--- src/rtl/counter_ctrl_pkg.sv ---
// counter_ctrl_pkg
//   Shared types for the counter command controller.
//   op_e    : command opcodes carried on cmd_op.
//   state_e : controller FSM states.
package counter_ctrl_pkg;

    typedef enum logic [1:0] {
        OP_NOP           = 2'b00,
        OP_LOAD          = 2'b01,
        OP_RUN           = 2'b10,
        OP_RUN_UNTIL_OVF = 2'b11
    } op_e;

    typedef enum logic [1:0] {
        ST_IDLE   = 2'b00,
        ST_LOAD   = 2'b01,
        ST_RUN    = 2'b10,
        ST_SETTLE = 2'b11
    } state_e;

endpackage

--- src/rtl/sat_counter.sv ---
// sat_counter
//   Saturating event counter with synchronous clear.
//   Ports:
//     clk, rst_n : clock, asynchronous active-low reset
//     inc        : count one event this cycle
//     clr        : synchronous clear; wins over a same-cycle inc
//     value      : current count, sticks at all-ones
module sat_counter #(
    parameter int W = 16
) (
    input  logic         clk,
    input  logic         rst_n,
    input  logic         inc,
    input  logic         clr,
    output logic [W-1:0] value
);

    localparam logic [W-1:0] ONE = 1;

    // NOTE: state registers use non-blocking assignments so every flop
    // samples pre-edge values, independent of block ordering.
    always_ff @(posedge clk or negedge rst_n) begin
        if (!rst_n) begin
            value <= '0;
        end else if (clr) begin
            value <= '0;
        end else if (inc && (value != '1)) begin
            value <= value + ONE;
        end
    end

endmodule

--- src/rtl/counter_ctrl.sv ---
// counter_ctrl
//   Command-driven sequencer for an attached up-counter. Accepts
//   LOAD / RUN / RUN_UNTIL_OVF commands over a valid/ready port, drives the
//   counter's enable/load/load_data, and reports the final count per
//   command plus a saturating tally of counter overflow pulses.
//   Ports:
//     clk, rst_n                 : clock, asynchronous active-low reset
//     cmd_valid/cmd_ready        : command handshake (ready only in IDLE)
//     cmd_op, cmd_arg            : opcode and argument (load value / length)
//     ctr_enable, ctr_load,
//     ctr_load_data              : registered drives to the counter
//     ctr_count, ctr_overflow    : observed counter outputs
//     busy                       : a command is in flight
//     done                       : one-cycle completion pulse
//     rsp_count, rsp_ovf         : final count / overflow seen, per command
//     ovf_clr, ovf_events        : clear and value of the overflow tally
module counter_ctrl
    import counter_ctrl_pkg::*;
#(
    parameter int WIDTH = 8,
    parameter int ARG_W = 16,
    parameter int EVT_W = 16
) (
    input  logic             clk,
    input  logic             rst_n,
    input  logic             cmd_valid,
    output logic             cmd_ready,
    input  logic [1:0]       cmd_op,
    input  logic [ARG_W-1:0] cmd_arg,
    output logic             ctr_enable,
    output logic             ctr_load,
    output logic [WIDTH-1:0] ctr_load_data,
    input  logic [WIDTH-1:0] ctr_count,
    input  logic             ctr_overflow,
    output logic             busy,
    output logic             done,
    output logic [WIDTH-1:0] rsp_count,
    output logic             rsp_ovf,
    input  logic             ovf_clr,
    output logic [EVT_W-1:0] ovf_events
);

    localparam logic [ARG_W-1:0] ARG_ONE = 1;

    state_e           state_q, state_d;
    logic [ARG_W-1:0] rem_q;      // RUN cycles left, including the current one
    logic             timed_q;    // remaining-cycle limit is active
    logic             until_q;    // command also ends on counter wrap
    logic             flag_q;     // overflow seen during this command
    logic             accept;

    assign cmd_ready = (state_q == ST_IDLE);

    // NOTE: every signal written here gets a default first, so no path
    // leaves it unassigned and no latch is inferred.
    always_comb begin
        state_d = state_q;
        accept  = 1'b0;
        case (state_q)
            ST_IDLE: begin
                if (cmd_valid) begin
                    accept = 1'b1;
                    case (op_e'(cmd_op))
                        OP_LOAD:          state_d = ST_LOAD;
                        OP_RUN:           state_d = (cmd_arg == '0) ? ST_SETTLE : ST_RUN;
                        OP_RUN_UNTIL_OVF: state_d = ST_RUN;
                        default:          state_d = ST_IDLE;  // NOP
                    endcase
                end
            end
            ST_LOAD: state_d = ST_SETTLE;
            ST_RUN: begin
                // Leaving on ctr_count == '1 lets the wrap happen on this
                // edge, since enable is high for the whole RUN cycle.
                if ((timed_q && (rem_q == ARG_ONE)) ||
                    (until_q && (ctr_count == '1))) begin
                    state_d = ST_SETTLE;
                end
            end
            ST_SETTLE: state_d = ST_IDLE;
            default:   state_d = ST_IDLE;
        endcase
    end

    always_ff @(posedge clk or negedge rst_n) begin
        if (!rst_n) begin
            state_q       <= ST_IDLE;
            rem_q         <= '0;
            timed_q       <= 1'b0;
            until_q       <= 1'b0;
            flag_q        <= 1'b0;
            ctr_enable    <= 1'b0;
            ctr_load      <= 1'b0;
            ctr_load_data <= '0;
            busy          <= 1'b0;
            done          <= 1'b0;
            rsp_count     <= '0;
            rsp_ovf       <= 1'b0;
        end else begin
            state_q <= state_d;

            // Moore drives registered from the next state so they line up
            // with the cycle the FSM spends in that state.
            ctr_enable    <= (state_d == ST_RUN);
            ctr_load      <= (state_d == ST_LOAD);
            ctr_load_data <= (state_d == ST_LOAD) ? cmd_arg[WIDTH-1:0] : '0;
            busy          <= (state_d != ST_IDLE);
            done          <= (state_q == ST_SETTLE);

            if (accept) begin
                rem_q   <= cmd_arg;
                timed_q <= (cmd_arg != '0);
                until_q <= (op_e'(cmd_op) == OP_RUN_UNTIL_OVF);
                flag_q  <= 1'b0;
            end else begin
                if (state_q == ST_RUN) begin
                    rem_q <= rem_q - ARG_ONE;
                end
                if (ctr_overflow && ((state_q == ST_RUN) || (state_q == ST_SETTLE))) begin
                    flag_q <= 1'b1;
                end
            end

            if (state_q == ST_SETTLE) begin
                rsp_count <= ctr_count;
                rsp_ovf   <= flag_q | ctr_overflow;
            end
        end
    end

    sat_counter #(.W(EVT_W)) u_ovf_events (
        .clk   (clk),
        .rst_n (rst_n),
        .inc   (ctr_overflow),
        .clr   (ovf_clr),
        .value (ovf_events)
    );

endmodule

--- config.mk ---
export PLATFORM = sky130hd
export DESIGN_NAME = counter_ctrl
export DESIGN_NICKNAME = d
export VERILOG_FILES = /design/src/rtl/counter_ctrl_pkg.sv /design/src/rtl/sat_counter.sv /design/src/rtl/counter_ctrl.sv
export SDC_FILE = /design/constraint.sdc
export NUM_CORES = 1
export LEC_CHECK = 0
export CORE_MARGIN = 4
export CORE_UTILIZATION = 30
export DETAILED_ROUTE_END_ITERATION = 12
export PLACE_DENSITY = 0.55
export RECOVER_POWER = 50
export SETUP_SLACK_MARGIN = 0.15
export SYNTH_ARGS = -nofsm -noshare
export SYNTH_HDL_FRONTEND = slang
export SYNTH_SLANG_ARGS = --single-unit
--- constraint.sdc ---
create_clock -name clk -period 3.1 [get_ports clk]
set_clock_uncertainty 0.2 [all_clocks]
set_input_delay 0.775 -clock clk [delete_from_list [all_inputs] [get_ports clk]]
set_output_delay 0.775 -clock clk [all_outputs]
set_load 0.1 [all_outputs]
# Yosys cells after proc, flatten, opt, wreduce, memory -nomap -nowiden
# Cells that the tools add are included.
# totals
register_bits	58
latch_bits	0
ram_bits	0
rom_bits	0
in_bits	31
output_inout_bits	38
elab_cells	54
mem_count	0
# op_classes
n_addsub	2
mul	0
n_div	0
magnitude_cmp	0
eq_ne	11
n_shift	0
n_mux	14
bitwise	1
n_reduce_logical	13
# op_table
op	count
$mux W16	4
$add A16 B1 Y16 const B	1
$eq A16 B1 Y1 const B	1
$logic_not A16 Y1	1
$ne A16 B16 Y1 const B	1
$reduce_bool A16 Y1	1
$sub A16 B1 Y16 const B	1
$eq A2 B2 Y1 const B	5
$eq A8 B8 Y1 const B	1
$mux W8	1
$pmux W2 S4	1
$reduce_bool A2 Y1	4
$eq A2 B1 Y1 const B	3
$pmux W2 S3	1
$mux W1	5
$logic_and A1 B1 Y1	4
$mux W2	2
$logic_not A2 Y1	1
$logic_or A1 B1 Y1	2
$or A1 B1 Y1	1

# Logic depth before layout (Yosys ltp)
# Gate-level depths: netlist of run 1.
# depth
depth_word	7
depth_mapped	7

# Modules after synthesis
# Synthesis of run 1 repeated with hierarchy kept, for this count alone.
# unflattened
hier_cells	297
hier_area_um2	2947.8
# modules_own_cells
mod	n_inst	cells_each	area_per_inst_um2	seq_area_each_um2
counter_ctrl	1	199	2005.7	1051.0
sat_counter	1	98	942.2	400.4

# Least setup slack after synthesis of run 1
# Ideal clock, no wire load.
# synth_path
path_type	register to register
startpoint	register u_ovf_events.value[0]
endpoint	register u_ovf_events.value[1]
setup_ns	0.132
arrival_time_ns	2.425
setup_slack_ns	0.343
stages_incl_launch_ff	6
n_path_buf	0
synth_period_minus_slack_ns	2.757
cell_sequence	dfrtp_1 ha_1 nand3_1 o41ai_2 mux2i_1 nor2_1
# synth_via
elab_chain_len	3
# synth_rtl
element	line	rtl
from (decl)	sat_counter.sv:15	output logic [W-1:0] value
from (signal assigned)	sat_counter.sv:28	value <= value + ONE;
$add A16 B1 Y16 / $ne A16 B16 Y1 (equally long branches)	sat_counter.sv:28, sat_counter.sv:27	
$mux W16 / $logic_and A1 B1 Y1 (equally long branches)	sat_counter.sv:27	end else if (inc && (value != '1)) begin
$mux W16 / $reduce_bool A2 Y1 (equally long branches)	--	
# Several ways; a longest one is shown, not always the timed one. The select of a mux whose other input is x is not followed.
# A chain may end at the register's enable or synchronous reset.

# Worst setup path after layout of run 1
# layout_path
startpoint	input ctr_overflow
endpoint	register u_ovf_events.value[15]
# layout_via
elab_chain_len	2
# layout_rtl
element	line	rtl
from (decl)	counter_ctrl.sv:34	input logic ctr_overflow,
$logic_and A1 B1 Y1	sat_counter.sv:27	
$reduce_bool A2 Y1 (no source line)	--	
# Every way passes these cells.

==> results of run 1 <==
-- layer usage --
metal,up-vias,track usage
met5,-,0
met4,0,0.0389
met3,11,0.0455
met2,80,0.223
met1,1223,0.172
li1,1195,-
-- worst max-delay path, stage by stage --
cell and delay [ps]:
dlygate4sd3_1 680, and4_1 260, nor4bb_1 540, a31oi_1 150, a211oi_1 240
-- path summary, 6_finish.rpt --
check / cells after the start / start / end / slack [ps]
setup / recovery: 5 / ctr_overflow / u_ovf_events.value[15] / 480
hold / removal: 2 / until_q / until_q / 270
setup reg to reg: 6 / state_q[0] / rem_q[13] / 530
hold reg to reg: 2 / until_q / until_q / 270
max in group asynchronous: 2 / rst_n / u_ovf_events.value[14] / 630
min in group asynchronous: 1 / rst_n / rsp_count[4] / 470
-- state kept, by name, summed over array words and instances (netlist names) --
signal / count
done: 1
flag_q: 1
rsp_count: 8
ctr_load_data: 8
state_q: 2
rem_q: 16
ctr_load: 1
until_q: 1
rsp_ovf: 1
busy: 1
u_ovf_events.value: 16
timed_q: 1
ctr_enable: 1
-- area by class of cell --
cell class | count | area (um^2) | share of cell area
Sequential cell | 58 | 1450 | 0.378
Clock buffer | 11 | 141 | 0.0368
Inverter | 12 | 45.0 | 0.0117
Timing Repair Buffer | 76 | 621 | 0.161
Clock inverter | 5 | 77.6 | 0.0202
Multi-Input combinational cell | 203 | 1350 | 0.350
Tap cell | 129 | 161 | 0.0420
-- logic make-up after synthesis --
| logic type | count (synthesis) | share of synthesized area |
|---|---|---|
| compound gates | 63 | 0.147 |
| xor+xnor | 11 | 0.0335 |
| fa+ha+maj | 6 | 0.0261 |
| buf+inv | 20 | 0.0291 |
| flops | 58 | 0.505 |
| mux | 12 | 0.0461 |
| simple gates | 111 | 0.214 |
-- synth_stat cells (8+ instances only) --
cell	number	area share
inv_1	12	0.016
a21oi_1	12	0.021
nor4_1	11	0.024
nand2_1	33	0.043
nand3_1	8	0.014
mux2_2	10	0.039
a21oi_2	8	0.024
nor2_1	10	0.013
or4_1	8	0.021
o21ai_0	20	0.035
dfrtp_1	58	0.50
-- through the flow --
| step | hold slack (ps) | power, W |
|---|---|---|
| floorplan | 239 | 0.00264 |
| global placement | 256 | 0.00312 |
| detailed placement | 258 | 0.00313 |
| CTS | 205 | 0.00393 |
| global route | 307 | 0.00409 |
| finish | 266 | 0.00387 |
-- power breakdown --
group          total [W]  internal, W  switching, W
clock           0.000780     0.000472      0.000308
sequential       0.00119      0.00100      0.000189
combinational    0.00190     0.000520       0.00138
==> impl_metrics.ini, run 1 <==
[status]
status = complete, no violations

[floorplanning]
ios = 69
row_count = 35
core_area_mm2 = 0.00928
die_h_um = 106
initial_core_util = 0.310
die_area_mm2 = 0.0112
die_width_um = 106

[timing]
max_freq_ghz = 0.382
period_needed_ps = 2620
max-slew-margin-rel = 0.200
slew_violations = 0
hold_viol = 0
worst_pin_slew_ps = 1200
fin_crit_sh = 0.845
setup-tns-final_ps = 0
fin_ws_ps = 480
rsz0062_at_grt = false
setup_viol = 0

[finish]
fin_util = 0.414
final_common_cell = dfrtp_1
diodes = 0
design_area_mm2 = 0.00384
synthToLayoutAreaGrowth_pct = 33.6
nets = 397
fillers = 944
final_cells = 494
layout_common_cells = dfrtp_1, buf_4, nand2_1
drive_above_1_share = 0.219

[worst_setup_path]
critPathArrivalTime_ps = 2650
crit_path_start_kind = input pin
worstSetupPathType = input pin to flip-flop
worstSetupEndpointType = flip-flop
worst_ep_required_time_ps = 3130
crit_fanout = 7

[place]
place.detailed.hpwl_um = 5680
port_buffers = 68
dp_cells = 478
dp_slack_ps = 292
placed_area_mm2 = 0.00364
place_congestion = 0.830

[global_routing]
grt_pass1_wl_um = 12100
grt_pass1_vias = 2420
grt_max_degree = 24
antenna_found_initial = 0
track_usage = 0.136
grt-ovfl-total = 0

[synthesis]
postSynth.asyncResetShare = 1.00
synth.net_count = 318
yosysSeqAreaShare = 0.505
synthesis.instances = 281
synth_cell_types = 44
syn-cell-area_mm2 = 0.00288
synthFlopType = dfrtp_1
post_synth.cell_area_avg_um2 = 10.2
ys_warn_count = 0
ys_ff_latch = 58
synth_edf_count = 0

[drt]
route.vias.total = 2509
dr_wl_met2_um = 3640
drc = 0
drt-initial-drc-count = 85
wl_per_cell_um = 15.2
wl_met3_um = 482
wl_met1_um = 3270
detail-route-antenna-nets = 0
drt_first_pass_iters = 4
highest_layer = met4
viasPerCell = 5.08
wirelength_um = 7500

[cts]
numCtsBuffers = 9
clock-sinks = 58
worst_skew_pair.late_latency_ps = 330
cts_buffer_depth = 2
cts.clk_slew.worst_paths_ps = 60
postCtsSetupBuffers = 0
cts_tree = done
root_buffer = clkbuf_8
hold_buffers = 0
cts_resized = 0
htree_levels = 3

[power_and_ir_drop]
ir_worst_vdd_mv = 0.337
leakagePower_nw = 1.60
p_per_area_mw_per_mm2 = 1010

[hold_path]
hold_path.class = flip-flop to flip-flop

[run]
drv_cap = 0
(Power assumes the default switching activity.)
==> run 2: changes to the inputs <==
--- a/config.mk
+++ b/config.mk
@@ -8,7 +8,7 @@
 export CORE_MARGIN = 4
 export CORE_UTILIZATION = 30
 export DETAILED_ROUTE_END_ITERATION = 12
-export PLACE_DENSITY = 0.55
+export PLACE_DENSITY = 0.57
 export RECOVER_POWER = 50
 export SETUP_SLACK_MARGIN = 0.15
 export SYNTH_ARGS = -nofsm -noshare
==> constraint.sdc (replaced) <==
create_clock -name clk -period 2.23 [get_ports clk]
set_clock_uncertainty 0.2 [all_clocks]
set_input_delay 0.5575 -clock clk [delete_from_list [all_inputs] [get_ports clk]]
set_output_delay 0.5575 -clock clk [all_outputs]
set_load 0.1 [all_outputs]
==> run 2 against run 1 <==
Register-to-register slack worse by 470 ps. Count of clock-buffer cells in the layout unchanged. Combinational power up 81%. Power up 60%. Cell count up 10%. Clock power up 40%. Global-route usage up 0.73 points. Sequential power up 39%. First-iteration DRC count up 14%. Critical endpoint is now ctr_enable. Largest cell class is now multi-input combinational cells. Largest power group unchanged.
==> impl_metrics.ini, run 2 (synthesis results as in run 1) <==
[worst_setup_path]
worstSetupEndpointType = flip-flop
reg2reg_from = rem_q[12]
critPathArrivalTime_ps = 2210
reg2reg_depth = 4
r2r-end = ctr_enable
worstSetupPathType = flip-flop to flip-flop
r2r_slack_ps = 60
crit_fanout = 6
worst_ep_required_time_ps = 2260
crit_path_start_kind = flip-flop

[cts]
cts_buffer_depth = 2
cts.clk_slew.worst_paths_ps = 70
cts_tree = done
clock-sinks = 58
root_buffer = clkbuf_8
htree_levels = 3
worst_skew_pair.late_latency_ps = 340
numCtsBuffers = 9

[global_routing]
use_met2 = 0.250
track_usage = 0.143
grt_pass1_wl_um = 12700
antenna_found_initial = 0
grt_max_degree = 59
grt_pass1_vias = 2604
grt_use_met1 = 0.173
busiest_layer = met2
grt-ovfl-total = 0
grt_use_met3 = 0.0364

[timing]
worst_pin_slew_ps = 549
setup_viol = 0
max_freq_ghz = 0.460
fin_ws_ps = 57.7
period_needed_ps = 2170
fin_crit_sh = 0.974
holdWs_ps = 64.7
rsz0062_at_grt = true
max-slew-margin-rel = 0.635
hold_viol = 0
slew_violations = 0

[finish]
fillers = 859
final_common_cell = buf_4
synthToLayoutAreaGrowth_pct = 66.4
fin_util = 0.515
multi_input_area_mm2 = 0.00151
nets = 447
layout_common_cells = buf_4, dfrtp_1, nand2_1
reg.largest.list = rem_q: 16 flops, u_ovf_events.value: 16 flops
seqCellArea_mm2 = 0.00151
diodes = 0
design_area_mm2 = 0.00479
drive_above_1_share = 0.407

[power_and_ir_drop]
leakagePower_nw = 1.94
ir_worst_vdd_mv = 0.573
p_per_area_mw_per_mm2 = 1290
finalPower_w = 0.00618

[hold_path]
hold_path.class = input pin to asynchronous set/reset pin

[place]
port_buffers = 68
place.detailed.hpwl_um = 5790
placed_area_mm2 = 0.00457
place_congestion = 0.824
dp_slack_ps = -147

[drt]
detail-route-antenna-nets = 0
drt-initial-drc-count = 97
drc = 0
wl_per_cell_um = 14.7
route.vias.total = 2676
wirelength_um = 7980
viasPerCell = 4.92
drt_first_pass_iters = 4

[floorplanning]
ios = 69
die_area_mm2 = 0.0112
die_h_um = 106
initial_core_util = 0.310
die_width_um = 106
core_area_mm2 = 0.00928
row_count = 35

[status]
status = complete, no violations

[run]
drv_cap = 0
run 2: cell types whose count changed in the layout (fill, tap and decap cells not counted), sizes merged:
cell,before,now
buf,41,81
clkbuf,17,26
clkdlybuf4s50,26,29
dlygate4sd3,3,0
o2bb2a,1,2
run 2: metrics by stage:
step                setup TNS (ps)  std cells
floorplan                        0        281
CTS                              0        537
finish                           0        544
global placement             -1390        516
global route                     0        544
detailed placement           -1430        516
run 2: where the power goes:
part	total (W)	switching, W	internal [W]
registers	0.00166	0.000264	0.00140
clock network	0.00109	0.000435	0.000656
logic	0.00343	0.00214	0.00129
total	0.00618	0.00284	0.00335
run 2: layout make-up:
cell class	count	share of cell area
sequential	58	0.315
clock inverter	5	0.0162
multi-input combinational	204	0.315
clock buffer	11	0.0295
inverter	12	0.00941
tap	129	0.0337
timing repair buffer	125	0.281
run 2: critical path: stages, from the launching register on:
cell and delay, ps:
dfrtp_1 380, or4_4 550, or4_4 530, o2bb2a_4 260
and3_4 150
run 2: routing by layer:
metal	vias to the layer above	part of all wire
met5	-	0
met4	0	0.015
met3	9	0.041
met2	66	0.51
met1	1298	0.43
li1	1303	-
run 2: worst max path at each step:
| stage | to | slack, ps | start |
|---|---|---|---|
| floorplan | u_ovf_events.value[8] | 80 | u_ovf_events.value[0] |
| global placement | ctr_enable | -160 | cmd_valid |
| detailed placement | ctr_enable | -150 | cmd_arg[8] |
| CTS | ctr_enable | 50 | rem_q[4] |
| global route | ctr_enable | 40 | rem_q[12] |
| finish | ctr_enable | 60 | rem_q[12] |
run 2: what timing repair did:
action	CTS	global route
pin swaps	10	9
setup endpoints to repair	15	33
hold buffers	0	0
buffers inserted	4	7
cloned	1	0
resized for setup	7	14
==> run 3: changes to the inputs <==
--- a/config.mk
+++ b/config.mk
@@ -5,7 +5,6 @@
 export SDC_FILE = /design/constraint.sdc
 export NUM_CORES = 1
 export LEC_CHECK = 0
-export CORE_MARGIN = 4
 export CORE_UTILIZATION = 30
 export DETAILED_ROUTE_END_ITERATION = 12
 export PLACE_DENSITY = 0.57
==> run 3 against run 2 <==
Fmax up 0.25%. Clock power up 4%. Sequential cell count unchanged. Combinational power down 4%. Wire length shrank 0.55%. Sequential share of layout area increased by 0.44 points. Core utilization is 0.75 points lower. Setup slack gained 5.5 ps. Die area down 11%. Via count up 0.26%. Non-clock buffer count down 7. Largest cell class is now registers.
==> impl_metrics.ini, run 3 (synthesis results as in run 1) <==
[run]
drv_cap = 0

[drt]
wl_per_cell_um = 14.8
wirelength_um = 7940
drc = 0
route.vias.total = 2683
drt-initial-drc-count = 67
drt_first_pass_iters = 6
detail-route-antenna-nets = 0
viasPerCell = 5.01

[place]
place.detailed.hpwl_um = 5740
place_congestion = 0.881
placed_area_mm2 = 0.00456
port_buffers = 68

[global_routing]
grt_pass1_vias = 2774
grt_max_degree = 59
track_usage = 0.170
antenna_found_initial = 0
grt_pass1_wl_um = 13200
grt-ovfl-total = 0

[power_and_ir_drop]
p_per_area_mw_per_mm2 = 1300
leakagePower_nw = 1.91
ir_worst_vdd_mv = 0.522

[finish]
final_common_cell = buf_4
diodes = 0
synthToLayoutAreaGrowth_pct = 63.9
reg.largest.list = rem_q: 16 flops, u_ovf_events.value: 16 flops
drive_above_1_share = 0.391
nets = 440
layout_common_cells = buf_4, dfrtp_1, nand2_1
design_area_mm2 = 0.00472

[worst_setup_path]
crit_path_start_kind = flip-flop
cpPeakStageDelay_ps = 540
r2r_slack_ps = 60
crit_path_frequent_cell = or4_4
reg2reg_from = rem_q[2]
worstSetupEndpointType = flip-flop
cp_cell_sequence = or4_4 -> or4_4 -> o2bb2a_4 -> and3_4
worstSetupStartpoint = rem_q[2]
crit_path_top_delay_cell = or4_4
path_depth = 4
cp_top_family = simple AND/OR/NAND/NOR gates
critPathArrivalTime_ps = 2190
cp-endpoint = ctr_enable
worstSetupPathType = flip-flop to flip-flop
r2r-end = ctr_enable
reg2reg_depth = 4
worst_ep_required_time_ps = 2250
crit_buf_inv = 0
crit_fanout = 6

[timing]
period_needed_ps = 2170
holdWs_ps = 59.2
setup-tns-final_ps = 0
hold_viol = 0
fin_crit_sh = 0.972
setup_viol = 0
slew_violations = 0
worst_pin_slew_ps = 547
max-slew-margin-rel = 0.637
max_freq_ghz = 0.462
rsz0062_at_grt = true

[cts]
cts_tree = done
numCtsBuffers = 9
clock-sinks = 58
cts.clk_slew.worst_paths_ps = 70
root_buffer = clkbuf_8
htree_levels = 3
worst_skew_pair.late_latency_ps = 330
cts_buffer_depth = 2

[floorplanning]
core_area_mm2 = 0.00928
initial_core_util = 0.310
die_area_mm2 = 0.00998
die_h_um = 99.9
ios = 69
row_count = 35
die_width_um = 99.9

[status]
status = complete, no violations

[hold_path]
hold_path.class = input pin to asynchronous set/reset pin
run 3: layer usage:
layer,up-vias,global-route usage,wire [um]
met2,65,0.308,4230
met3,6,0.0494,306
met1,1330,0.193,3340
met4,0,0.0475,63
li1,1282,-,-
met5,-,0,0
run 3: worst min-delay path by stage:
stage                        from  cells after the start            to
after CTS                   rst_n                      2  rsp_count[5]
after global placement    until_q                      2       until_q
after global routing        rst_n                      2  rsp_count[4]
after floorplan             rst_n                      0          busy
final                       rst_n                      2  rsp_count[5]
after detailed placement  until_q                      2       until_q
run 3: layout make-up:
type / count / area (um^2)
Multi-Input combinational cell: 204 / 1490
Clock buffer: 13 / 169
Clock inverter: 2 / 60.1
Sequential cell: 58 / 1510
Fill cell: 855 / 4570
Inverter: 12 / 45.0
Tap cell: 129 / 161
Timing Repair Buffer: 118 / 1280
run 3: what timing repair did:
action,4_1_cts,5_1_grt
setup buffers,2,4
endpoints found under the hold margin,0,0
resized for setup,6,5
gates cloned,1,0
pin swaps,6,7
hold buffers,0,0
setup endpoints to repair,15,26
run 3: power by group:
group / switching (W) / internal, W / leakage [nW]
combinational: 0.00209 / 0.00121 / 1.09
clock: 0.000411 / 0.000716 / 0.116
sequential: 0.000282 / 0.00140 / 0.705
total: 0.00278 / 0.00333 / 1.91
run 3: through the flow:
step	utilization	setup WS, ps	total power [W]	cells
2_1_floorplan	-	79.1	0.00376	281
3_3_place_gp	0.491	-184	0.00514	514
3_5_place_dp	0.491	-158	0.00518	514
4_1_cts	0.522	38.8	0.00638	532
5_1_grt	0.508	38.9	0.00644	536
6_report	0.508	63.2	0.00611	536
